--- src/rtl/wave_sequencer.sv ---
// rtl/wave_sequencer.sv - slot-programmed waveform scheduler driving a registered 8-bit sample bus
//
// Runs a small program of slots. Each slot word picks a shape, a clock divider
// and how many phase periods to play before moving on to the next slot.
//
// Ports:
//   clk, rst      clock, synchronous active-high reset
//   cfg_we        program slot write strobe
//   cfg_addr      slot written
//   cfg_data      slot word: [15:14] wave_sel, [13:8] repeat, [7:0] div
//   start         begin the program at slot 0 (level, ignored while busy)
//   stop          abort to IDLE, wins over start
//   loop          wrap to slot 0 after the last slot instead of finishing
//   busy          high in LOAD and RUN
//   done          one-cycle pulse on program completion
//   slot_idx      slot currently loaded or running
//   period_tick   one-cycle pulse when the phase wraps 255->0 in RUN
//   wave_out      registered sample, one cycle behind the phase register
module wave_sequencer #(
  parameter int DEPTH = 4,
  parameter int IDX_W = 2
) (
  input  logic             clk,
  input  logic             rst,
  input  logic             cfg_we,
  input  logic [IDX_W-1:0] cfg_addr,
  input  logic [15:0]      cfg_data,
  input  logic             start,
  input  logic             stop,
  input  logic             loop,
  output logic             busy,
  output logic             done,
  output logic [IDX_W-1:0] slot_idx,
  output logic             period_tick,
  output logic [7:0]       wave_out
);

  typedef enum logic [1:0] {
    IDLE = 2'd0,
    LOAD = 2'd1,
    RUN  = 2'd2,
    DONE = 2'd3
  } state_t;

  state_t           state;
  state_t           next_state;
  logic [IDX_W-1:0] next_slot;
  logic             advance;

  logic [15:0]      prog [DEPTH];
  logic [15:0]      load_word;

  // Slot settings latched on LOAD so later config writes cannot disturb a running slot.
  logic [1:0]       wave_sel;
  logic [5:0]       rep;
  logic [7:0]       div;

  logic [7:0]       phase;
  logic [7:0]       div_cnt;
  logic [5:0]       period_cnt;

  logic             step_en;
  logic             wrap;
  logic             last_period;
  logic [7:0]       shape;

  assign load_word   = prog[slot_idx];
  assign step_en     = (div_cnt == div);
  assign wrap        = step_en && (phase == 8'd255);
  // period_cnt never exceeds rep-1 while running, so the 6-bit add cannot alias.
  assign last_period = wrap && ((period_cnt + 6'd1) == rep);

  always_comb begin
    shape = 8'd0;
    case (wave_sel)
      2'd0:    shape = 8'd0;
      2'd1:    shape = {8{phase[7]}};
      2'd2:    shape = phase;
      default: shape = (phase > 8'd128) ? (8'd0 - phase) : phase;
    endcase
  end

  always_comb begin
    next_state = state;
    next_slot  = slot_idx;
    advance    = 1'b0;
    case (state)
      IDLE: begin
        if (start && !stop) begin
          next_state = LOAD;
          next_slot  = '0;
        end
      end
      LOAD: begin
        if (stop) begin
          next_state = IDLE;
        end else if (load_word[13:8] != 6'd0) begin
          next_state = RUN;
        end else begin
          advance = 1'b1;
        end
      end
      RUN: begin
        if (stop) begin
          next_state = IDLE;
        end else if (last_period) begin
          advance = 1'b1;
        end
      end
      DONE: begin
        next_state = IDLE;
      end
      default: begin
        next_state = IDLE;
      end
    endcase

    // Shared by an empty slot in LOAD and by the final period of a slot in RUN.
    if (advance) begin
      if (slot_idx != IDX_W'(DEPTH - 1)) begin
        next_state = LOAD;
        next_slot  = slot_idx + IDX_W'(1);
      end else if (loop) begin
        next_state = LOAD;
        next_slot  = '0;
      end else begin
        next_state = DONE;
      end
    end
  end

  always_ff @(posedge clk) begin
    if (rst) begin
      for (int i = 0; i < DEPTH; i++) begin
        prog[i] <= 16'd0;
      end
      state       <= IDLE;
      slot_idx    <= '0;
      wave_sel    <= 2'd0;
      rep         <= 6'd0;
      div         <= 8'd0;
      phase       <= 8'd0;
      div_cnt     <= 8'd0;
      period_cnt  <= 6'd0;
      busy        <= 1'b0;
      done        <= 1'b0;
      period_tick <= 1'b0;
      wave_out    <= 8'd0;
    end else begin
      if (cfg_we) begin
        prog[cfg_addr] <= cfg_data;
      end

      state    <= next_state;
      slot_idx <= next_slot;
      // Decoded from next_state so busy/done line up with the state they describe.
      busy     <= (next_state == LOAD) || (next_state == RUN);
      done     <= (next_state == DONE);

      period_tick <= (state == RUN) && !stop && wrap;
      wave_out    <= ((state == RUN) && !stop) ? shape : 8'd0;

      if (state == LOAD) begin
        wave_sel   <= load_word[15:14];
        rep        <= load_word[13:8];
        div        <= load_word[7:0];
        phase      <= 8'd0;
        div_cnt    <= 8'd0;
        period_cnt <= 6'd0;
      end else if (state == RUN) begin
        if (step_en) begin
          div_cnt <= 8'd0;
          phase   <= phase + 8'd1;
          if (wrap) begin
            period_cnt <= period_cnt + 6'd1;
          end
        end else begin
          div_cnt <= div_cnt + 8'd1;
        end
      end
    end
  end

endmodule

--- config.mk ---
export PLATFORM = sky130hd
export DESIGN_NAME = wave_sequencer
export DESIGN_NICKNAME = d
export VERILOG_FILES = /design/src/rtl/wave_sequencer.sv
export SDC_FILE = /design/constraint.sdc
export NUM_CORES = 1
export LEC_CHECK = 0
export ABC_AREA = 0
export ABC_CLOCK_PERIOD_IN_PS = 2600
export BUFFER_PORTS_ARGS = -buffer_cell sky130_fd_sc_hd__buf_4
export CORE_MARGIN = 3
export CORE_UTILIZATION = 60
export CTS_CLUSTER_SIZE = 24
export DETAILED_ROUTE_END_ITERATION = 12
export PLACE_DENSITY = 0.79
export SLEW_MARGIN = 15
export SYNTH_ARGS = -nofsm -noshare
export SYNTH_HDL_FRONTEND = slang
export SYNTH_SLANG_ARGS = --single-unit
--- constraint.sdc ---
create_clock -name clk -period 2.6 [get_ports clk]
set_input_delay 0.39 -clock clk [delete_from_list [all_inputs] [get_ports clk]]
set_output_delay 0.39 -clock clk [all_outputs]
set_load 0.005 [all_outputs]
======== After elaboration in Yosys (flattened, before gate mapping) ========
Memories as Yosys holds them, arrays and structs flattened. A register that Yosys moved wholly into a read port is not among the register bits.
Index checks and enable logic that the tools add are counted.
operators by class
  bitwise logic cells ..................... 1
  multiplexer cells ....................... 30
  magnitude comparators ................... 1
  reduce and logical (&&, ||, !) cells .... 15
  equality and inequality tests ........... 12
  add/subtract/negate cells ............... 5
operators by type and width
  operator               number
  $mux W2                14
  $pmux W8 S3            1
  $add A8 B1 Y8 const B  2
  $mux W16               1
  $mux W8                2
  $reduce_or A16 Y1      1
  $eq A2 B2 Y1 const B   5
  $mux W1                10
  $eq A8 B8 Y1           1
  $eq A8 B8 Y1 const B   1
  $gt A8 B8 Y1 const B   1
  $pmux W2 S4            1
  $sub A1 B8 Y8 const A  1
  $add A6 B1 Y6 const B  1
  $eq A2 B1 Y1 const B   3
  $eq A6 B6 Y1           1
  $reduce_bool A6 Y1     1
  $logic_and A1 B1 Y1    5
  $logic_not A2 Y1       2
  $reduce_or A2 Y1       2
  $reduce_and A3 Y1      1
  $add A2 B1 Y2 const B  1
  $ne A2 B2 Y1 const B   1
  $pmux W1 S2            1
  other kinds (4)        4
word-level totals
  bits in registers ....................... 53
  memories kept ........................... 1
  bits of input ports ..................... 24
  logic and storage cells ................. 77
  output and inout port bits .............. 13
  RAM bits ................................ 64
memories
  name  depth  bits a word  rd ports  clocked after Yosys merged registers in  write ports  line  source
  prog  4      16           1         1                                        4            50    logic [15:0] prog [DEPTH];

======== Logic depth before layout (Yosys ltp) ========
  depth after elaboration ................. 9
  mapped depth ............................ 11
  mapped depth without buffers ............ 10

======== Worst setup path after synthesis ========
OpenSTA, ideal clock, no wires.
  path kind ............................... register to register
  start point ............................. reg slot_idx[0]
  end point ............................... reg busy
  required time ........................... 2486 ps
  slack ................................... 293 ps
  stages on the path, launching flop included .. 9
  arrival ................................. 2194 ps
  setup time .............................. 114 ps
  clock period less this slack ............ 2307 ps
  buffers on the path ..................... 1
  cell sequence ........................... dfxtp_1 > buf_6 > mux4_2 > nor4_4 > and3_1 > o21ai_2 > mux2i_1 > ha_1 > nor2b_1
between the ends
  cells in the longest elaborated chain, start to end .. 5
  elaborated cells on any way between the ends .. 6
  classes of those cells .................. eq/ne (3); mux (2); reduce/logical (1)
RTL lines
  item                                          line  source
  start, declared                               33    output logic [IDX_W-1:0] slot_idx,
  start signal, assigned                        155   slot_idx <= next_slot;
  $ne A2 B2 Y1 (*)                              120   if (slot_idx != IDX_W'(DEPTH - 1)) begin
  $mux W2 (*)                                   120
  $mux W2 (*)                                   119   if (advance) begin
  $eq A2 B1 Y1 or $eq A2 B2 Y1 (tied branches)  157   busy <= (next_state == LOAD) || (next_state == RUN);
  $logic_or A1 B1 Y1 (*)                        157
  end signal, assigned                          157
  end, declared                                 31    output logic busy,
Mark *: on every way between the ends. The rest lies on a longest branch, timed or not.
A chain may end at the register's enable or synchronous reset.

======== Worst setup path after layout ========
Ends and elaborated chain as after synthesis.

==> qor.json <==
{
  "holdCritPathClass": "input pin to flip-flop",
  "worstHoldStart": "cfg_data[1]",
  "area_growth_pct": 17.4,
  "report.final.setup_viol": 0,
  "total_die_area_sq_um": 10300,
  "drt_wl_total_um": 10900,
  "numCtsBuffers": 17,
  "timing.final.crit_share": 0.918,
  "syn_area_per_cell_sq_um": 11.8,
  "run_status": "finished clean",
  "floorplan.die.width_um": 102,
  "yosys.area.top_type_share": 0.350,
  "vias": 3568,
  "finalWorstSetupSlack_ps": 214,
  "count_of_flip_flops_with_a_built_in_enable_after_synthesis": 64,
  "synth_area_sq_um": 5490,
  "synth_top_cell_by_area": "sky130_fd_sc_hd__edfxtp_1",
  "cp_slowest_stage_delay_ps": 580,
  "setup-tns-final_ps": 0,
  "chipHeight_um": 102,
  "critPathCaptureType": "flip-flop",
  "worst-slew-pin-transition_ps": 544,
  "static_leak_nw": 2.41,
  "groute.usage.overall": 0.228,
  "hold-path-cell-count": 2,
  "synth_async_sr_flop_share": 0,
  "antenna_violating_nets_post_route": 0,
  "clkTransAtPathRegs_ps": 60,
  "hpwl_um": 7180,
  "p_switching_mw": 1.02,
  "startpoint_type": "flip-flop",
  "cts_max_level": 4,
  "row_count": 34,
  "place_congestion": 0.860,
  "post_synth_inst_count": 465,
  "antenna_cells_inserted": 0,
  "total_buffers_and_inverters_traversed_by_the_critical_path": 0,
  "ctsRootBufferMaster": "sky130_fd_sc_hd__clkbuf_8",
  "most-common-layout-cells": "sky130_fd_sc_hd__and2_1 (67), sky130_fd_sc_hd__edfxtp_1 (64), sky130_fd_sc_hd__nor2_1 (52), sky130_fd_sc_hd__dfxtp_1 (52), sky130_fd_sc_hd__buf_4 (47)",
  "ys.warnings.count": 0,
  "clkSinkCount": 117,
  "number_of_antenna_violations_at_the_first_check_in_global_routing": 0,
  "vias_in_the_first_global_route": 3597,
  "worst_ir_drop_vdd_mv": 0.514,
  "core_area_sq_um": 8810,
  "timing.critical_path.required_ps": 2990,
  "timing.final.crit_period_ps": 2390,
  "clkPwrFrac": 0.497,
  "ys_seq_elements": 117,
  "relSlewSlack": 0.637,
  "pwr_density_cell_nw_per_um2": 722,
  "seqPwrFrac": 0.449,
  "pwr-share-comb": 0.054,
  "reg2regPathDepth": 7,
  "starting_density_of_the_core": 0.623,
  "number_of_top_level_pins": 37,
  "nets_final": 541,
  "final_max_slew_viols": 0,
  "timing.critical_path.depth": 7,
  "max_cap_viol_count": 0,
  "drt_pre_antenna_iters": 4,
  "worst_r2r_startpoint": "slot_idx[0]",
  "worst-path-max-fanout": 8,
  "detail_route.wl_per_cell_um": 17.3,
  "synth_ff_type": "sky130_fd_sc_hd__edfxtp_1",
  "p_int_mw": 3.62,
  "detail_route.iter0.violations": 154,
  "synth_sequential_area_ratio": 0.544,
  "criticalPathCategory": "flip-flop to flip-flop",
  "synth.lib_cells_used.distinct": 52,
  "tritoncts": "built",
  "fin_total_pwr_mw": 4.65,
  "timing.critical_path.cells": "mux4_2, nor4_4, and3_1, o21ai_2, mux2i_1, ha_1, nor2b_1",
  "gr-total-overflow": 0,
  "grt_setup_unrepaired": "false",
  "switching_share": 0.220,
  "worst_skew_pair.late_latency_ps": 510,
  "grt_start_max_net_pins": 30,
  "clock.fmax_mhz": 419,
  "synth.top_cells.by_area": "sky130_fd_sc_hd__edfxtp_1 (35%), sky130_fd_sc_hd__dfxtp_1 (19%), sky130_fd_sc_hd__and2_1 (7.6%), sky130_fd_sc_hd__mux4_2 (4.5%), sky130_fd_sc_hd__mux2i_1 (3.6%)",
  "io_buffers": 36,
  "drc_violation_count_after_routing": 0,
  "grt_first_pass_wirelength_um": 18100,
  "cp_arrival_ps": 2770,
  "mostFrequentLayoutCell": "sky130_fd_sc_hd__and2_1",
  "postSynthNetCount": 499,
  "vias_per_cell": 5.68,
  "place_ws_ps": 66.7,
  "critPathSlowestCell": "sky130_fd_sc_hd__mux4_2",
  "final_hold_viol_count": 0,
  "cell_family_with_most_cp_delay": "multiplexers",
  "cts.path.max_buffers": 2,
  "crit_startpoint": "slot_idx[0]",
  "final.setup_skew_ps": 6.60,
  "post_cts.repair.setup_buffers": 0,
  "drive_gt1_frac": 0.202
}
-- Yosys cell counts (all sizes together) (2+ instances only) --
cell,count
nor3b,5
or3,3
clkbuf,18
nor2,52
nand2,19
xnor2,16
buf,6
o211ai,2
ha,10
mux4,16
or2,5
and2,67
a21oi,7
and3,2
edfxtp,64
nor4,4
nor3,9
nor2b,4
xor2,15
inv,12
o21ai,10
a211o,2
nand3,8
nand4,7
dfxtp,53
nand2b,5
a31oi,3
mux2i,20
a32oi,3
o31ai,5
or4,2
-- metal layers --
layer / global-route usage / routed length, um / vias up
li1: - / - / 1740
met2: 0.379 / 5370 / 85
met3: 0.0517 / 435 / 20
met1: 0.298 / 4870 / 1723
met5: 0 / 0 / -
met4: 0.0767 / 181 / 0
-- stage by stage --
step | cell area [sq um] | hold WS, ps | util | cells
after floorplan | 5490 | 480 | - | 465
after global placement | 5850 | 493 | 0.664 | 596
after detailed placement | 5850 | 520 | 0.664 | 596
after CTS | 6440 | 163 | 0.731 | 628
after global routing | 6440 | 175 | 0.731 | 628
final | 6440 | 174 | 0.731 | 628
-- path summary, 6_finish.rpt --
path                                   end  slack [ps]
worst max-delay path                  busy         210
worst min-delay path            prog[1][1]         170
worst max register to register        busy         210
worst min register to register      rep[5]         530
-- repair_timing --
item,in CTS,in global routing
hold buffers,0,0
setup endpoints to repair,0,2
gates resized for setup,0,1
-- sequential cells by signal, indices dropped and copies added, names as in the netlist --
name,count
busy,1
div,8
div_cnt,8
done,1
period_cnt,6
period_tick,1
phase,8
prog,64
rep,6
slot_idx,2
state,2
wave_out,8
wave_sel,2
-- area by class of cell --
class                   instances  area (sq um)
inverters                      12          45.0
multi-input cells             312          2330
flip-flops and latches        117          2980
clock inverters                15           180
repair buffers                 47           353
clock buffers                  17           414
well taps                     108           135
fillers                       575          2360
-- power by group through the flow --
stage / combinational, mW / clock [mW] / sequential, mW
finish: 0.250 / 2.31 / 2.09
global route: 0.276 / 2.43 / 2.10
CTS: 0.251 / 2.33 / 2.09
detailed placement: 0.248 / 0 / 2.12
global placement: 0.239 / 0 / 2.12
floorplan: 0.169 / 0 / 2.10
-- logic make-up (layout without fill, tap and decap cells) --
family                   after synthesis  count (layout)  share of synthesized area
buffers and inverters                 36              91                     0.0317
AO/OA/AOI/OAI                         40              40                     0.0509
multiplexers                          36              36                      0.106
XOR/XNOR                              31              31                     0.0495
AND/OR/NAND/NOR                      195             195                      0.196
flip-flops                           117             117                      0.544
adder cells (fa/ha/maj)               10              10                     0.0228
No activity file was read; power rests on OpenSTA's default activity.
